## src/rtl/anton_common.vh

```
// Shared definitions for the anton NeoPixel blocks: FSM state encodings seen
// by the stream controller, default buffer size and a constant-expression
// ceil(log2) usable in parameter and port declarations.
`ifndef ANTON_COMMON_VH
`define ANTON_COMMON_VH

`define ENUM_STATE_TRANSMIT 1'b0
`define ENUM_STATE_RESET    1'b1

`define BUFFER_END_DEFAULT 255

// Constant ceil(log2(x)) for x up to 2**16; evaluates at elaboration time.
`define CLOG2(x) \
  ((x) <= 1     ? 0  : (x) <= 2     ? 1  : (x) <= 4     ? 2  : (x) <= 8     ? 3  : \
   (x) <= 16    ? 4  : (x) <= 32    ? 5  : (x) <= 64    ? 6  : (x) <= 128   ? 7  : \
   (x) <= 256   ? 8  : (x) <= 512   ? 9  : (x) <= 1024  ? 10 : (x) <= 2048  ? 11 : \
   (x) <= 4096  ? 12 : (x) <= 8192  ? 13 : (x) <= 16384 ? 14 : (x) <= 32768 ? 15 : \
   (x) <= 65536 ? 16 : 32)

`endif

```

## src/rtl/anton_neopixel_frame_ctrl_pkg.sv

```systemverilog
// Package for the NeoPixel frame controller: the two-state FSM type, encoded
// with the shared state values so the registered state can be handed
// straight to the stream controller.
`include "anton_common.vh"

package anton_neopixel_frame_ctrl_pkg;

  typedef enum logic {
    ST_TRANSMIT = `ENUM_STATE_TRANSMIT,
    ST_RESET    = `ENUM_STATE_RESET
  } state_e;

endpackage

```

## src/rtl/anton_neopixel_gap_counter.sv

```systemverilog
// Reset-gap (latch) counter for the NeoPixel frame controller.
// Counts enabled cycles; 'done' is high combinationally on the enabled cycle
// that completes RESET_CYCLES counts, and the count wraps to 0 on that edge.
// Ports:
//   clk7mhz - clock, rising edge
//   rst     - asynchronous active-high reset, count -> 0
//   clear   - synchronous clear, wins over enable
//   enable  - count this cycle
//   done    - last cycle of the gap (enable && count == RESET_CYCLES-1)
`include "anton_common.vh"

module anton_neopixel_gap_counter #(
  parameter int RESET_CYCLES = 420,
  parameter int COUNT_BITS   = `CLOG2(RESET_CYCLES)
) (
  input  logic clk7mhz,
  input  logic rst,
  input  logic clear,
  input  logic enable,
  output logic done
);

  // A one-cycle gap needs no count bits, but the register still needs one.
  localparam int CW = (COUNT_BITS < 1) ? 1 : COUNT_BITS;
  localparam logic [CW-1:0] LAST = CW'(RESET_CYCLES - 1);

  logic [CW-1:0] count_q, count_d;

  assign done = enable && !clear && (count_q == LAST);

  always_comb begin
    count_d = count_q;
    if (clear) begin
      count_d = '0;
    end else if (enable) begin
      count_d = done ? '0 : count_q + 1'b1;
    end
  end

  always_ff @(posedge clk7mhz or posedge rst) begin
    if (rst) count_q <= '0;
    else     count_q <= count_d;
  end

endmodule

```

## src/rtl/anton_neopixel_frame_ctrl.sv

```systemverilog
// NeoPixel frame controller. Walks pixel_index through the frame one pixel
// per stream_bit_of pulse, then holds the line in a RESET gap of
// RESET_CYCLES active cycles before the next frame. Single-shot mode asks the
// register block to clear run at the end of the gap.
// Ports:
//   clk7mhz, rst            - clock, asynchronous active-high reset
//   reg_ctrl_init           - synchronous soft init (highest priority)
//   reg_ctrl_run            - streaming enabled
//   reg_ctrl_loop           - 1 = repeat frames, 0 = single frame
//   stream_bit_of           - end of current pixel (pulse)
//   pixel_index_max         - last pixel of the frame
//   state                   - registered FSM state for the stream controller
//   pixel_index             - pixel being transmitted / buffer read address
//   frame_done, run_clear   - one-cycle registered pulses at end of gap
`include "anton_common.vh"

module anton_neopixel_frame_ctrl
  import anton_neopixel_frame_ctrl_pkg::*;
#(
  parameter  int BUFFER_END   = `BUFFER_END_DEFAULT,
  parameter  int RESET_CYCLES = 420,
  localparam int BUFFER_BITS  = `CLOG2(BUFFER_END + 1),
  localparam int RESET_BITS   = `CLOG2(RESET_CYCLES)
) (
  input  logic                   clk7mhz,
  input  logic                   rst,
  input  logic                   reg_ctrl_init,
  input  logic                   reg_ctrl_run,
  input  logic                   reg_ctrl_loop,
  input  logic                   stream_bit_of,
  input  logic [BUFFER_BITS-1:0] pixel_index_max,
  output logic                   state,
  output logic [BUFFER_BITS-1:0] pixel_index,
  output logic                   frame_done,
  output logic                   run_clear
);

  localparam logic [BUFFER_BITS-1:0] BUF_LAST = BUFFER_BITS'(BUFFER_END);

  state_e                 state_q, state_d;
  logic [BUFFER_BITS-1:0] pixel_index_q, pixel_index_d;
  logic                   frame_done_q, frame_done_d;
  logic                   run_clear_q, run_clear_d;
  logic [BUFFER_BITS-1:0] eff_max;
  logic                   gap_clear, gap_enable, gap_done;

  // Clamp so a stale or oversized max never walks past the buffer.
  assign eff_max    = (pixel_index_max < BUF_LAST) ? pixel_index_max : BUF_LAST;
  assign gap_enable = reg_ctrl_run && !reg_ctrl_init && (state_q == ST_RESET);

  anton_neopixel_gap_counter #(
    .RESET_CYCLES (RESET_CYCLES),
    .COUNT_BITS   (RESET_BITS)
  ) u_gap (
    .clk7mhz (clk7mhz),
    .rst     (rst),
    .clear   (gap_clear),
    .enable  (gap_enable),
    .done    (gap_done)
  );

  always_comb begin
    // NOTE: every signal gets a default before any branch so no path
    // leaves it unassigned, which would infer a latch.
    state_d       = state_q;
    pixel_index_d = pixel_index_q;
    frame_done_d  = 1'b0;
    run_clear_d   = 1'b0;
    gap_clear     = 1'b0;

    if (reg_ctrl_init) begin
      state_d       = ST_RESET;
      pixel_index_d = '0;
      gap_clear     = 1'b1;
    end else if (reg_ctrl_run) begin
      unique case (state_q)
        ST_TRANSMIT: begin
          if (stream_bit_of) begin
            // >= (not ==) so lowering max below the current pixel still ends the frame.
            if (pixel_index_q < eff_max) begin
              pixel_index_d = pixel_index_q + 1'b1;
            end else begin
              pixel_index_d = '0;
              state_d       = ST_RESET;
              gap_clear     = 1'b1;
            end
          end
        end
        ST_RESET: begin
          if (gap_done) begin
            state_d      = ST_TRANSMIT;
            frame_done_d = 1'b1;
            run_clear_d  = !reg_ctrl_loop;
          end
        end
      endcase
    end
  end

  // NOTE: state registers use non-blocking assignments so every flop samples
  // the pre-edge values regardless of statement order.
  always_ff @(posedge clk7mhz or posedge rst) begin
    if (rst) begin
      state_q       <= ST_RESET;
      pixel_index_q <= '0;
      frame_done_q  <= 1'b0;
      run_clear_q   <= 1'b0;
    end else begin
      state_q       <= state_d;
      pixel_index_q <= pixel_index_d;
      frame_done_q  <= frame_done_d;
      run_clear_q   <= run_clear_d;
    end
  end

  assign state       = state_q;
  assign pixel_index = pixel_index_q;
  assign frame_done  = frame_done_q;
  assign run_clear   = run_clear_q;

endmodule

```

## config.mk

```make
export PLATFORM = sky130hd
export DESIGN_NAME = anton_neopixel_frame_ctrl
export DESIGN_NICKNAME = d
export VERILOG_FILES = /design/src/rtl/anton_neopixel_frame_ctrl_pkg.sv /design/src/rtl/anton_neopixel_gap_counter.sv /design/src/rtl/anton_neopixel_frame_ctrl.sv
export VERILOG_INCLUDE_DIRS = /design/src /design/src/rtl
export SDC_FILE = /design/constraint.sdc
export NUM_CORES = 1
export LEC_CHECK = 0
export BUFFER_PORTS_ARGS = -buffer_cell sky130_fd_sc_hd__buf_2
export CORE_UTILIZATION = 48
export DETAILED_ROUTE_END_ITERATION = 12
export GPL_TIMING_DRIVEN = 0
export PLACE_DENSITY_LB_ADDON = 0.1
export SYNTH_ARGS = -nofsm -noshare
export SYNTH_HDL_FRONTEND = slang
export SYNTH_SLANG_ARGS = --single-unit
```

## constraint.sdc

```tcl
create_clock -name clk7mhz -period 1.6 [get_ports clk7mhz]
set_input_delay 0.24 -clock clk7mhz [delete_from_list [all_inputs] [get_ports clk7mhz]]
set_output_delay 0.24 -clock clk7mhz [all_outputs]
set_load 0.02 [all_outputs]
```

==> flow_summary.yaml, run 1 <==
run_status:
  status: "complete, but fails checks"
  violations: "setup timing"
global_routing:
  grt_pass1_wl_um: 5030
  track_usage: 0.253
  grt_max_degree: 21
  overflow: 0
  grt_pass1_vias: 1193
  antenna_found_initial: 0
worst_setup_path:
  cp.arrival_ns: 2.06
  cp-start-kind: "flip-flop"
  worst-path-stages: 6
  worstPathCellList: "ha_4 -> nand4_1 -> a221o_2 -> buf_6 -> a211oi_2 -> a211o_1"
  end_kind: "flip-flop"
  crit_buf_inv: 1
  slowest_stage: "dfrtp_2"
  timing.rr.start: "pixel_index[5]"
  crit_type: "reg -> reg"
  required_ns: 1.87
  cp_slowest_stage_delay_ns: 0.44
  r2r_cells: 6
  crit_fanout: 5
  crit_path_start: "pixel_index[5]"
  cpLargestDelayFamily: "compound AO/OA/AOI/OAI gates"
final_layout:
  fin_nets: 199
  fin_area_um2: 1680
  nFillCells: 203
  area_growth_pct: 35.2
  antenna_cells: 0
  drive_gt1_frac: 0.440
  stdcell_count: 205
  finish.utilization: 0.686
drt:
  drtIter0Drc: 39
  wl_um: 3180
  drtPass1Iterations: 4
  drt.antenna.violating_nets: 0
  drt-vias-per-instance: 5.80
  drc_errors: 0
  wl_per_cell_um: 15.5
  dr_total_vias: 1189
power:
  p_sw_frac: 0.282
  power_leakage_nw: 0.804
  p_per_area_nw_per_um2: 615
  switchingPower_w: 0.000291
  peakVddDrop_mv: 0.717
  p_seq_frac: 0.527
  p_int_w: 0.000743
  clockPowerShare: 0.294
  p_comb_frac: 0.179
timing:
  setup_tns_ns: -2.45
  setup_violations: 18
  whs_ns: 0.0519
  finClkSkew_ns: 0.00637
  maxSlewHeadroom: 0.475
  setup_ws_ns: -0.189
  maxSlewViolCount: 0
  period_needed_ns: 1.79
  post-route-period-util: 1.12
  max_slew.worst_pin.slew_ns: 0.786
  max_freq_mhz: 559
  hold_violations: 0
  grt_setup_unrepaired: "true"
synth:
  ys_ff_latch: 20
  synth_top_family_by_area: "simple AND/OR/NAND/NOR gates"
  synth_edf_count: 0
  synthMuxAreaShare: 0.0161
  yosys-top-cells-count: "19 x dfrtp_1, 12 x inv_1"
  syn_area_per_cell_um2: 9.09
  ys_async_sr_fraction: 1.00
  synthAdderAreaFrac: 0.0905
  netlist.area_leader.share: 0.382
  yosys.area_share.simple: 0.270
  synth_xor_area_frac: 0.0281
  syn_inst: 137
  ys_types: 39
  yosysTopAreaCell: "dfrtp_1"
  synth_area_um2: 1240
  synth_area_leaders: "dfrtp_1 38%, ha_1 9.0%, nor3_1 3.6%"
  synth_compound_area_frac: 0.137
  post-synth-top-count-cell: "dfrtp_1"
  ys.flop_type: "dfrtp_1"
  ys_seq_area_frac: 0.403
  synth_nets: 160
  yosys_warnings: 0
place:
  placed_cells: 190
  dpl_cell_area_um2: 1480
  hpwl_um: 2100
  port_buffers: 23
  gp_congestion: 0.824
cts:
  clk_path_buf_depth: 2
  clock-root-buffer: "clkbuf_4"
  htree_levels: 1
  cts_sinks: 20
  worst_skew_pair.late_latency_ns: 0.31
  numCtsBuffers: 3
  clk_pin_slew_worst_paths_ns: 0.12
  cts_tree: "done"
  ctsHoldBuffers: 0
floorplan:
  num_rows: 18
  fp.dieArea_um2: 2800
  core_um2: 2450
  start_util: 0.507
  die_h_um: 52.9
  die_x_um: 52.9
  num_io_pins: 25
hold_path:
  hold_path_class: "in -> async"
flow_run:
  cap_violations: 0
worst register-to-register path, cell delays in order, from the launching register on:
cell and delay (ns):
dfrtp_2 0.44, ha_4 0.28, nand4_1 0.14, a221o_2 0.41, buf_6 0.17, a211oi_2 0.18
a211o_1 0.12
flip-flops by register name, summed over array words and instances, names as in the netlist:
register       flops
u_gap.count_q      9
pixel_index        8
frame_done         1
run_clear          1
state              1
layout make-up:
type                            count  area [um^2]  share of cell area
Inverter                           13         50.0              0.0297
Buffer                              4         25.0              0.0149
Multi-Input combinational cell    101          831               0.494
Sequential cell                    20          512               0.304
Clock buffer                        4         36.3              0.0216
Timing Repair Buffer               33          191               0.114
Tap cell                           30         37.5              0.0223
metal layers:
| metal | global-route usage | wire [um] |
|---|---|---|
| met4 | 0.114 | 41 |
| met5 | 0 | 0 |
| met3 | 0.0316 | 85 |
| met1 | 0.269 | 1330 |
| met2 | 0.487 | 1720 |
through the flow:
step	power, W	setup slack (ns)
after floorplan	0.000651	-0.156
after global placement	0.000693	-0.252
after detailed placement	0.000701	-0.307
after CTS	0.00102	-0.181
after global routing	0.00108	-0.245
final	0.00103	-0.189
cells by family after synthesis:
| group | after synthesis |
|---|---|
| AND/OR/NAND/NOR | 58 |
| XOR/XNOR | 4 |
| flip-flops | 20 |
| multiplexers | 2 |
| buffers and inverters | 17 |
| AO/OA/AOI/OAI | 27 |
| adder cells (fa/ha/maj) | 9 |
what timing repair did:
action,4_1_cts,5_1_grt
buffers inserted,5,4
gates resized for setup,3,13
cloned,2,0
pin swaps,8,6
endpoints found under the setup margin,18,20
power groups by stage:
stage,Sequential (W),Combinational [W],Clock [W]
after detailed placement,0.000555,0.000146,0
after global routing,0.000548,0.000211,0.000325
after floorplan,0.000559,0.0000912,0
after CTS,0.000541,0.000167,0.000310
final,0.000545,0.000185,0.000304
after global placement,0.000553,0.000140,0
final timing paths:
check	to	slack, ns
hold reg to reg	pixel_index[2]	0.53
min in group clk7mhz	run_clear	0.06
setup / recovery	state	-0.19
setup reg to reg	state	-0.19
max in group asynchronous	pixel_index[3]	1.01
hold / removal	u_gap.count_q[1]	0.05
cell usage in the layout (no fill, tap or decap), types with 3 or more instances in the layout:
master / synthesis / routed
a31oi_2: 0 / 3
and3_1: 6 / 6
clkbuf_4: 0 / 3
buf_4: 0 / 8
buf_2: 2 / 25
nor3_2: 1 / 3
inv_1: 12 / 12
dfrtp_2: 0 / 8
xor2_1: 4 / 4
nand3_1: 6 / 6
ha_1: 9 / 4
a21oi_1: 8 / 6
o21ai_1: 0 / 3
dfrtp_1: 19 / 11
nand2_1: 9 / 9
nor3_1: 9 / 6
nand4_1: 5 / 5
ha_4: 0 / 5
nor2_1: 9 / 7
Note: power is estimated with default switching activity, not from simulation.
==> inputs of run 2 (changes only) <==
clock period = 1.5 ns   (was 1.6 ns; I/O delays follow)
==> flow_summary.yaml, run 2 (synthesis results as in run 1) <==
cts:
  ctsHoldBuffers: 0
  worst_skew_pair.late_latency_ns: 0.30
  cts_sinks: 20
  cts_tree: "done"
  htree_levels: 1
  clk_pin_slew_worst_paths_ns: 0.12
  clock-root-buffer: "clkbuf_4"
  clk_path_buf_depth: 2
  numCtsBuffers: 3
drt:
  drt-vias-per-instance: 5.76
  drtIter0Drc: 10
  wl_um: 2990
  wl_per_cell_um: 14.6
  drt.antenna.violating_nets: 0
  drtPass1Iterations: 4
  drc_errors: 0
  dr_total_vias: 1180
run_status:
  violations: "setup timing"
  status: "complete, but fails checks"
floorplan:
  start_util: 0.507
  fp.dieArea_um2: 2800
  num_rows: 18
  core_um2: 2450
  die_x_um: 52.9
  num_io_pins: 25
  die_h_um: 52.9
worst_setup_path:
  crit_fanout: 10
  end_kind: "flip-flop"
  worstPathCellList: "ha_4 -> nand4_1 -> a221o_2 -> a21oi_4 -> a311oi_1"
  cp-start-kind: "flip-flop"
  cp.arrival_ns: 1.94
  worst-path-stages: 5
  crit_type: "reg -> reg"
  r2r_cells: 5
  cpLargestDelayFamily: "compound AO/OA/AOI/OAI gates"
  slowest_stage: "dfrtp_2"
  crit_buf_inv: 0
  cp_slowest_stage_delay_ns: 0.44
  required_ns: 1.68
global_routing:
  grt_max_degree: 21
  grt_pass1_vias: 1129
  antenna_found_initial: 0
  grt_pass1_wl_um: 4940
  overflow: 0
  track_usage: 0.245
power:
  peakVddDrop_mv: 0.606
  clockPowerShare: 0.296
  switchingPower_w: 0.000293
  p_comb_frac: 0.168
  p_sw_frac: 0.273
  p_seq_frac: 0.537
  power_leakage_nw: 0.809
  p_per_area_nw_per_um2: 653
  p_int_w: 0.000780
place:
  gp_congestion: 0.817
  dp_slack_ns: -0.423
  port_buffers: 23
  dpl_cell_area_um2: 1480
  hpwl_um: 2050
final_layout:
  regMostFlops: "u_gap.count_q"
  fin_nets: 199
  drive_gt1_frac: 0.411
  layout_commonest_cell: "buf_2"
  nFillCells: 200
  final_cell_mix: "24 x buf_2, 12 x inv_1, 12 x dfrtp_1, 9 x nor3_1, 9 x buf_4"
  antenna_cells: 0
  finish.utilization: 0.670
  area_growth_pct: 32.1
  multiInputGateArea_um2: 779
  fin_area_um2: 1640
  largest_register_ffs: 9
  seqCellArea_um2: 510
timing:
  post-route-period-util: 1.18
  grt_setup_unrepaired: "true"
  maxSlewViolCount: 0
  setup_violations: 18
  max_freq_mhz: 567
  period_needed_ns: 1.76
  maxSlewHeadroom: 0.471
  max_slew.worst_pin.slew_ns: 0.792
  finClkSkew_ns: 0.00787
  hold_violations: 0
  setup_ws_ns: -0.264
hold_path:
  hold_path_class: "in -> async"
flow_run:
  cap_violations: 0
-- run 2: cell count changes in the layout (fill, tap and decap cells not counted), sizes merged --
| cell | change |
|---|---|
| a21oi | -1 |
| buf | +1 |
-- run 2: power groups by stage --
stage	sequential (W)	combinational, W	clock [W]
floorplan	0.000597	0.0000977	0
global placement	0.000589	0.000149	0
detailed placement	0.000590	0.000153	0
CTS	0.000575	0.000170	0.000320
global route	0.000579	0.000204	0.000344
finish	0.000576	0.000180	0.000317
-- run 2: per-stage QoR --
stage	total power, W	TNS (ns)	hold WS, ns	std cells
floorplan	0.000694	-2.38	0.188	137
global placement	0.000738	-3.69	0.376	190
detailed placement	0.000743	-4.82	0.382	190
CTS	0.00106	-3.92	0.0520	202
global route	0.00113	-4.93	0.0382	205
finish	0.00107	-3.84	0.0493	205
-- run 2: final cells by class --
cell class / instances / share of cell area
Timing Repair Buffer: 34 / 0.125
Multi-Input combinational cell: 100 / 0.474
Sequential cell: 20 / 0.311
Clock buffer: 4 / 0.0221
Inverter: 13 / 0.0304
Buffer: 4 / 0.0152
Tap cell: 30 / 0.0228
-- run 2: path summary, 6_finish.rpt --
path	startpoint	to	slack [ns]
max	pixel_index[5]	u_gap.count_q[6]	-0.26
min	rst	pixel_index[4]	0.05
max reg2reg	pixel_index[5]	u_gap.count_q[6]	-0.26
min reg2reg	pixel_index[2]	pixel_index[2]	0.51
max in group asynchronous	rst	pixel_index[5]	0.91
min in group clk7mhz	reg_ctrl_loop	run_clear	0.05
-- run 2: timing repair --
item,CTS,global route
setup buffers,7,3
pin swaps,4,4
gates resized for setup,2,11
endpoints found under the hold margin,0,0
endpoints found under the setup margin,20,18
gates cloned,1,0
-- run 2: per-layer routing --
metal	vias up	part of all wire	GRT usage
met5	-	0	0
met4	0	0.015	0.0877
met3	8	0.028	0.0287
met2	32	0.51	0.443
met1	565	0.45	0.297
li1	575	-	-
